$ cat config.mk
export PLATFORM = sky130hd
export DESIGN_NAME = fifo_access_ctrl
export DESIGN_NICKNAME = d
export VERILOG_FILES = /design/src/rtl/fifo_access_ctrl.sv
export SDC_FILE = /design/constraint.sdc
export NUM_CORES = 1
export LEC_CHECK = 0
export CORE_MARGIN = 2
export CORE_UTILIZATION = 50
export DETAILED_ROUTE_END_ITERATION = 8
export PLACE_DENSITY = 0.83
export RECOVER_POWER = 100
export SKIP_LAST_GASP = 1
export SLEW_MARGIN = 10
export SYNTH_ARGS = -nofsm -noshare
export SYNTH_HDL_FRONTEND = slang
export SYNTH_SLANG_ARGS = --single-unit
export TNS_END_PERCENT = 10
$ cat constraint.sdc
create_clock -name i_clk -period 7.65 [get_ports i_clk]
set_clock_uncertainty 0.05 [all_clocks]
set_input_delay 1.53 -clock i_clk [delete_from_list [all_inputs] [get_ports i_clk]]
set_output_delay 1.53 -clock i_clk [all_outputs]
set_load 0.02 [all_outputs]
$ cat src/rtl/fifo_access_ctrl.sv
// ----------------------------------------------------------------------------
// fifo_access_ctrl
//
// Access controller in front of a push/pop FIFO. Two producers share the
// single push slot under round-robin arbitration, and one consumer is served
// for pop. The controller keeps its own occupancy count to block overflow and
// underflow. It can also run a flush that pops the FIFO down to empty.
//
// Ports:
//   i_clk          clock, all state changes on posedge
//   i_rst          asynchronous active-high reset
//   i_req_push[1:0] level push request per producer (held until granted)
//   i_req_pop      level pop request from the consumer
//   i_flush_req    single-cycle pulse that starts a flush
//   o_push         registered push strobe to the FIFO
//   o_pop          registered pop strobe to the FIFO
//   o_gnt_push[1:0] registered one-hot push grant, coincides with o_push
//   o_gnt_pop      registered pop grant, low during flush
//   o_fifo_count   occupancy including the operations issued this cycle
//   o_full         o_fifo_count == MAXCOUNT
//   o_empty        o_fifo_count == 0
//   o_flush_done   one-cycle pulse when a flush completes
// ----------------------------------------------------------------------------
module fifo_access_ctrl #(
    parameter int MAXCOUNT = 16,
    parameter int CW       = $clog2(MAXCOUNT + 1)
) (
    input  logic          i_clk,
    input  logic          i_rst,
    input  logic [1:0]    i_req_push,
    input  logic          i_req_pop,
    input  logic          i_flush_req,
    output logic          o_push,
    output logic          o_pop,
    output logic [1:0]    o_gnt_push,
    output logic          o_gnt_pop,
    output logic [CW-1:0] o_fifo_count,
    output logic          o_full,
    output logic          o_empty,
    output logic          o_flush_done
);

    localparam logic ST_RUN   = 1'b0;
    localparam logic ST_FLUSH = 1'b1;

    logic          r_state;
    logic          r_last;      // index of the most recently granted producer
    logic [CW-1:0] r_count;

    logic          w_pop_ok;
    logic          w_push_ok;
    logic [1:0]    w_grant;

    // A push at full is legal only when a pop leaves on the same edge.
    assign w_pop_ok  = i_req_pop && (r_count != '0);
    assign w_push_ok = (|i_req_push) && ((r_count < CW'(MAXCOUNT)) || w_pop_ok);

    // NOTE: every combinational output gets a default before any branch so
    // that no path leaves it unassigned and a latch is never inferred.
    always_comb begin
        w_grant = 2'b00;
        if (w_push_ok) begin
            case (i_req_push)
                2'b01:   w_grant = 2'b01;
                2'b10:   w_grant = 2'b10;
                // Both requesting: the one that did not win last time wins.
                default: w_grant = r_last ? 2'b01 : 2'b10;
            endcase
        end
    end

    // NOTE: state registers use non-blocking assignments so every register
    // samples the pre-edge values, independent of statement order.
    always_ff @(posedge i_clk or posedge i_rst) begin
        if (i_rst) begin
            r_state      <= ST_RUN;
            r_last       <= 1'b1;
            r_count      <= '0;
            o_push       <= 1'b0;
            o_pop        <= 1'b0;
            o_gnt_push   <= 2'b00;
            o_gnt_pop    <= 1'b0;
            o_flush_done <= 1'b0;
        end else begin
            case (r_state)
                ST_RUN: begin
                    o_push       <= w_push_ok;
                    o_pop        <= w_pop_ok;
                    o_gnt_push   <= w_grant;
                    o_gnt_pop    <= w_pop_ok;
                    o_flush_done <= 1'b0;
                    if (w_push_ok) begin
                        r_last <= w_grant[1];
                    end
                    if (w_push_ok && !w_pop_ok) begin
                        r_count <= r_count + 1'b1;
                    end else if (!w_push_ok && w_pop_ok) begin
                        r_count <= r_count - 1'b1;
                    end
                    // Operations decided on this edge still go out.
                    if (i_flush_req) begin
                        r_state <= ST_FLUSH;
                    end
                end
                default: begin
                    // Requests are held off; a new flush_req is ignored here.
                    o_push     <= 1'b0;
                    o_gnt_push <= 2'b00;
                    o_gnt_pop  <= 1'b0;
                    if (r_count != '0) begin
                        o_pop        <= 1'b1;
                        o_flush_done <= 1'b0;
                        r_count      <= r_count - 1'b1;
                    end else begin
                        o_pop        <= 1'b0;
                        o_flush_done <= 1'b1;
                        r_state      <= ST_RUN;
                    end
                end
            endcase
        end
    end

    assign o_fifo_count = r_count;
    assign o_full       = (r_count == CW'(MAXCOUNT));
    assign o_empty      = (r_count == '0);

endmodule

==> results of run 1 <==
==> per-stage QoR <==
stage | instances | util, %
floorplan | 74 | -
global placement | 105 | 69.4
detailed placement | 105 | 69.4
CTS | 109 | 71.4
global route | 109 | 69.7
finish | 109 | 69.7
==> synthesized netlist by cell type (all sizes together) <==
master and count:
nand2b 1, and2 1, a221o 1, a2111oi 1, inv 9, mux2i 1, clkbuf 2, o311a 1
ha 6, nand3 2, nor4b 1, mux2 3, dfrtp 12, a21oi 2, o21ai 5, a31oi 1
nor2b 1, nor3 1, nor2 7, or4b 1, dfstp 1, and4 1, nor4 3, xnor2 4
nand2 6
==> per-layer routing <==
layer	up-vias	global-route usage, %	wire, microns
met1	276	24.3	658
met3	5	3.02	50
met5	-	0	0
met4	0	9.38	42
met2	17	27.3	658
li1	296	-	-
==> cells by family (layout without fill, tap and decap cells) <==
| family | count (synthesis) | after routing |
|---|---|---|
| AND/OR/NAND/NOR | 25 | 25 |
| buffers and inverters | 11 | 31 |
| flip-flops | 13 | 13 |
| AO/OA/AOI/OAI | 11 | 11 |
| multiplexers | 4 | 4 |
| adder cells (fa/ha/maj) | 6 | 6 |
| XOR/XNOR | 4 | 4 |
==> sequential cells by signal (all words and copies together), names as in the netlist <==
name          cells
o_fifo_count      5
o_flush_done      1
o_gnt_pop         1
o_gnt_push        2
o_pop             1
o_push            1
r_last            1
r_state           1
==> final cells by class <==
cell class                      count  area, sq um  area share (%)
Clock buffer                        4         26.3            2.79
Inverter                            9         33.8            3.59
Multi-Input combinational cell     50          355            37.8
Sequential cell                    13          327            34.7
Tap cell                           15         18.8            1.99
Timing Repair Buffer               18          180            19.1
==> how the worst max path moves through the flow <==
| stage | cells after the start | from | endpoint |
|---|---|---|---|
| after floorplan | 6 | i_req_push[0] | o_fifo_count[4] |
| after global placement | 6 | i_req_push[0] | o_fifo_count[4] |
| after detailed placement | 6 | i_req_push[0] | o_fifo_count[4] |
| after CTS | 5 | o_fifo_count[0] | o_empty |
| after global routing | 6 | i_req_push[0] | o_fifo_count[4] |
| final | 6 | i_req_push[0] | o_fifo_count[4] |
==> worst min-delay path, delay by kind of cell (launching register included) <==
| family | cells | cell delay [ps] |
|---|---|---|
| AOI/OAI and AO/OA | 2 | 180 |
| DFF | 1 | 390 |
==> power groups by stage <==
| stage | logic [W] | clock network [W] | registers [W] |
|---|---|---|---|
| 6_report | 0.000167 | 0.0000425 | 0.000125 |
| 5_1_grt | 0.000185 | 0.0000494 | 0.000130 |
| 4_1_cts | 0.000180 | 0.0000440 | 0.000128 |
| 3_3_place_gp | 0.000176 | 0 | 0.000129 |
| 3_5_place_dp | 0.000179 | 0 | 0.000129 |
| 2_1_floorplan | 0.0000961 | 0 | 0.000146 |
==> reports/metrics.cfg, run 1 <==
[final_layout]
mostFrequentLayoutCells = dlygate4sd3_1 (16), dfrtp_1 (12), inv_1 (9), nor2_1 (7)
nNetsFinal = 107
final_common_cell = dlygate4sd3_1
antennaDiodeCount = 0
fillers = 103
area.growth.synth_to_final_pct = 26.2
drive_above_1_share_pct = 8.51
final_cell_area_sq_um = 941

[cts]
clock-sinks = 13
htreeDepth = 1
clkTransAtPathRegs_ps = 80
postCtsSetupBuffers = 0
cts-root-buf = clkbuf_4
ctsHoldBuffers = 0
clkLatencyLatePin_ps = 270
cts_buffers = 3
cts_tree = done
post_cts_resized = 0
clockBufferDepth = 2

[worst_setup_path]
reg2reg_depth = 6
r2r_end = o_fifo_count[4]
cpMaxStageDelayCell = a2111oi_0
critPathMaxStageDelay_ps = 1230
r2r-start = o_fifo_count[0]
cp_top_family = compound AO/OA/AOI/OAI gates
crit_type = input port to flop
cp.required_ps = 7760
end_kind = flop
crit_chain = dlygate4sd3_1, inv_1, ha_1, a2111oi_0, mux2_1, o311a_1
rrSetupSlack_ps = 4210
crit_arrival_ps = 4430
path_buf_inv = 2
path_max_fanout = 8
start_kind = input port

[logic_synthesis]
synth_top_family_by_area = simple AND/OR/NAND/NOR gates
yosysSeqAreaShare_pct = 43.8
synth_top_area_cell = dfrtp_1
synthSimpleGateAreaFrac_pct = 18.0
yosysTopAreaCellShare_pct = 40.3
synth_compound_area_share_pct = 12.1
netlist_top_cells_area = dfrtp_1 (40%), ha_1 (10%), xnor2_1 (4.7%), inv_1 (4.5%), mux2_2 (4.5%)
synthXorXnorAreaFrac_pct = 4.70
synth_fa_ha_area_share_pct = 10.1
syn_area_sq_um = 746
synth.distinct_cells = 26
synthMuxAreaShare_pct = 5.87
yosys_register_bits = 13
yosysWarnings = 0
synth.avg_cell_area_sq_um = 10.1
synth_nets = 86
synthCells = 74

[floorplanning]
dieArea_sq_mm = 0.00182
die_h_microns = 42.6
core_area_sq_mm = 0.00135
initial_core_util_pct = 55.2
die_w_microns = 42.6
rows = 13
io-pin-count = 19

[power_and_ir_drop]
internal-power_w = 0.000196
swShare_pct = 41.4
leakagePower_nw = 0.448
p_sw_w = 0.000139
vdd_drop_max_uv = 167
seqPwrFrac_pct = 37.5
clock_power_share_pct = 12.7
combinationalPowerShare_pct = 49.9
power_w = 0.000335
p_per_area_mw_per_mm2 = 356

[worst_hold_path]
holdCritStartpoint = r_last
min_to = r_last
hp-class = flop to flop
min_path_cells = 2

[placement]
port_buffers = 18
place_area_sq_um = 937
hpwlAfterDp_mm = 1.08
place_congestion = 0.819
place_ws_ps = 3880

[sta]
slew_headroom_pct = -0.657
min_period_ps = 4320
setup_violations = 0
maxSlewViolCount = 1
fmax_mhz = 232
tightest_slew_ps = 1470
fin_crit_sh_pct = 56.4
rsz0062_at_grt = no
final-hold-violation-count = 0
holdWs_ps = 514
setup_ws_ps = 3330
tns_ps = 0

[run_status]
violations = max-capacitance violations, max-slew violations
status = finished with violations

[drt]
antenna_left = 0
wire_per_inst_microns = 12.9
via_per_inst = 5.45
via_count = 594
routed_wl_mm = 1.41
drc = 0
first_pass_iters = 5
drt_iter0_drc = 20

[global_routing]
grt_pass1_wl_mm = 2.47
grt_pass1_vias = 543
track_usage_pct = 18.0
grt_max_degree = 14
antenna_found_initial = 0
gr-total-overflow = 0

[job]
cap_violations = 1

Power figures use the tool's default switching activity.
==> run 2, diff against run 1 <==
--- a/config.mk
+++ b/config.mk
@@ -6,9 +6,9 @@
 export NUM_CORES = 1
 export LEC_CHECK = 0
 export CORE_MARGIN = 2
-export CORE_UTILIZATION = 50
+export CORE_UTILIZATION = 46
 export DETAILED_ROUTE_END_ITERATION = 8
-export PLACE_DENSITY = 0.83
+export PLACE_DENSITY = 0.78
 export RECOVER_POWER = 100
 export SKIP_LAST_GASP = 1
 export SLEW_MARGIN = 10
==> constraint.sdc (replaced) <==
create_clock -name i_clk -period 4.2 [get_ports i_clk]
set_clock_uncertainty 0.05 [all_clocks]
set_input_delay 0.84 -clock i_clk [delete_from_list [all_inputs] [get_ports i_clk]]
set_output_delay 0.84 -clock i_clk [all_outputs]
set_load 0.02 [all_outputs]
==> reports/metrics.cfg, run 2 (same netlist as run 1, synthesis figures left out) <==
[power_and_ir_drop]
clock_power_share_pct = 12.5  ; -0.2 points
seqPwrFrac_pct = 38.1  ; +0.6 points
leakagePower_nw = 0.448  ; about the same
internal-power_w = 0.000358  ; +83%
combinationalPowerShare_pct = 49.4  ; -0.5 points
swShare_pct = 41.6  ; +0.14 points
p_sw_w = 0.000255  ; +84%
vdd_drop_max_uv = 337  ; +100%
p_per_area_mw_per_mm2 = 650  ; +83%

[cts]
htreeDepth = 1  ; unchanged
ctsHoldBuffers = 0  ; unchanged
clock-sinks = 13  ; unchanged
cts-root-buf = clkbuf_4
cts_buffers = 3  ; unchanged
clockBufferDepth = 2  ; unchanged
post_cts_resized = 0  ; unchanged
clkLatencyLatePin_ps = 270  ; about the same
postCtsSetupBuffers = 0  ; unchanged
cts_tree = done
clkTransAtPathRegs_ps = 80  ; about the same

[floorplanning]
rows = 14  ; +1
initial_core_util_pct = 49.5  ; -5.7 points
core_area_sq_mm = 0.00151  ; +12%
die_w_microns = 44.3  ; +3.9%
dieArea_sq_mm = 0.00196  ; +7.9%
io-pin-count = 19  ; unchanged
die_h_microns = 44.3  ; +3.9%

[worst_setup_path]
cp_top_family = compound AO/OA/AOI/OAI gates
end_kind = flop
crit_type = input port to flop
cpMaxStageDelayCell = a2111oi_0
path_max_fanout = 8  ; unchanged
cp.required_ps = 4310  ; -3450 ps
critPathMaxStageDelay_ps = 1220  ; about the same
crit_chain = dlygate4sd3_1, inv_1, ha_1, a2111oi_0, mux2_2, o311a_1
start_kind = input port
crit_arrival_ps = 3740  ; -690 ps
r2r-start = o_fifo_count[0]
path_buf_inv = 2  ; unchanged
cp-startpoint = i_req_push[0]

[sta]
tns_ps = 0  ; unchanged
setup_ws_ps = 567  ; -2760 ps
maxSlewViolCount = 1  ; unchanged
setup_violations = 0  ; unchanged
fin_crit_sh_pct = 86.5
final-hold-violation-count = 0  ; unchanged
holdWs_ps = 490  ; -24.3 ps
min_period_ps = 3630
fmax_mhz = 275
tightest_slew_ps = 1490  ; +15.9 ps
rsz0062_at_grt = no
slew_headroom_pct = -1.74  ; -1.1 points

[global_routing]
antenna_found_initial = 0  ; unchanged
grt_pass1_vias = 541  ; -0.37%
gr-total-overflow = 0  ; unchanged
grt_max_degree = 14  ; unchanged
grt_pass1_wl_mm = 2.30  ; -6.7%
track_usage_pct = 16.4  ; -1.6 points

[placement]
post-place-cells = 106  ; +0.95%
hpwlAfterDp_mm = 1.05  ; -2.6%
port_buffers = 18  ; unchanged
place_ws_ps = 1130  ; -2750 ps
place_congestion = 0.874  ; +6.7%

[drt]
wl_met2_microns = 640  ; -2.7%
via_per_inst = 5.37  ; -1.4%
first_pass_iters = 4  ; -1
wl_met1_microns = 618  ; -6.1%
wire_per_inst_microns = 12.3  ; -5.1%
highest_layer = met4
routed_wl_mm = 1.35  ; -4.2%
wl_met3_microns = 83  ; +66%
drt_iter0_drc = 25  ; +25%
drc = 0  ; unchanged
via_count = 591  ; -0.51%
antenna_left = 0  ; unchanged

[worst_hold_path]
holdCritStartpoint = r_last
hp-class = flop to flop

[run_status]
status = finished with violations
violations = max-capacitance violations, max-slew violations

[final_layout]
instances_no_fill = 110  ; +0.92%
finish.utilization_pct = 62.5  ; -7.2 points
mostFrequentLayoutCells = dlygate4sd3_1 (15), dfrtp_1 (12), inv_1 (9), nor2_1 (7)
antennaDiodeCount = 0  ; unchanged
drive_above_1_share_pct = 9.57  ; +1.1 points
largest_register_ffs = 5  ; unchanged
final_common_cell = dlygate4sd3_1
area.growth.synth_to_final_pct = 26.3
nNetsFinal = 107  ; unchanged

[job]
cap_violations = 1  ; unchanged

-- run 2: changes by cell type in the layout (fill, tap and decap cells not counted), sizes merged --
cell           delta
clkdlybuf4s50     +1
dlygate4sd3       -1
-- run 2: path summary, 6_finish.rpt --
| kind | end | slack, ps | cells past startpoint |
|---|---|---|---|
| max | o_fifo_count[4] | 570 | 6 |
| min | r_last | 490 | 2 |
| max reg2reg | o_fifo_count[4] | 730 | 6 |
| min reg2reg | r_last | 490 | 2 |
| max in group asynchronous | r_last | 2790 | 2 |
| min in group asynchronous | o_push | 970 | 2 |
-- run 2: cell type report --
cell class / instances / area (sq um)
clock buffer: 4 / 26.3
timing repair buffer: 18 / 180
inverter: 9 / 33.8
tap: 16 / 20.0
multi-input combinational: 50 / 355
fill: 131 / 564
sequential: 13 / 327
-- run 2: per-layer routing --
metal / vias up / track usage [%]
met5: - / 0
met4: 0 / 7.27
met3: 2 / 6.12
met2: 32 / 25.6
met1: 263 / 20.2
li1: 294 / -
-- run 2: worst reg2reg max path, stage by stage (launching register included) --
cell and delay [ps]:
dfrtp_1 420, inv_1 130, ha_1 170, or4b_1 530, a2111oi_0 1280, mux2_2 450, o311a_1 330
-- run 2: metrics by stage --
stage / instance area [sq um] / total power [W]
floorplan: 746 / 0.000440
global placement: 938 / 0.000557
detailed placement: 938 / 0.000563
CTS: 965 / 0.000640
global route: 942 / 0.000663
finish: 942 / 0.000613
-- run 2: power groups by stage --
stage	logic (W)	registers (W)	clock network [W]
after floorplan	0.000175	0.000265	0
final	0.000303	0.000234	0.0000763
after detailed placement	0.000325	0.000238	0
after global placement	0.000322	0.000235	0
after CTS	0.000326	0.000235	0.0000783
after global routing	0.000332	0.000240	0.0000897
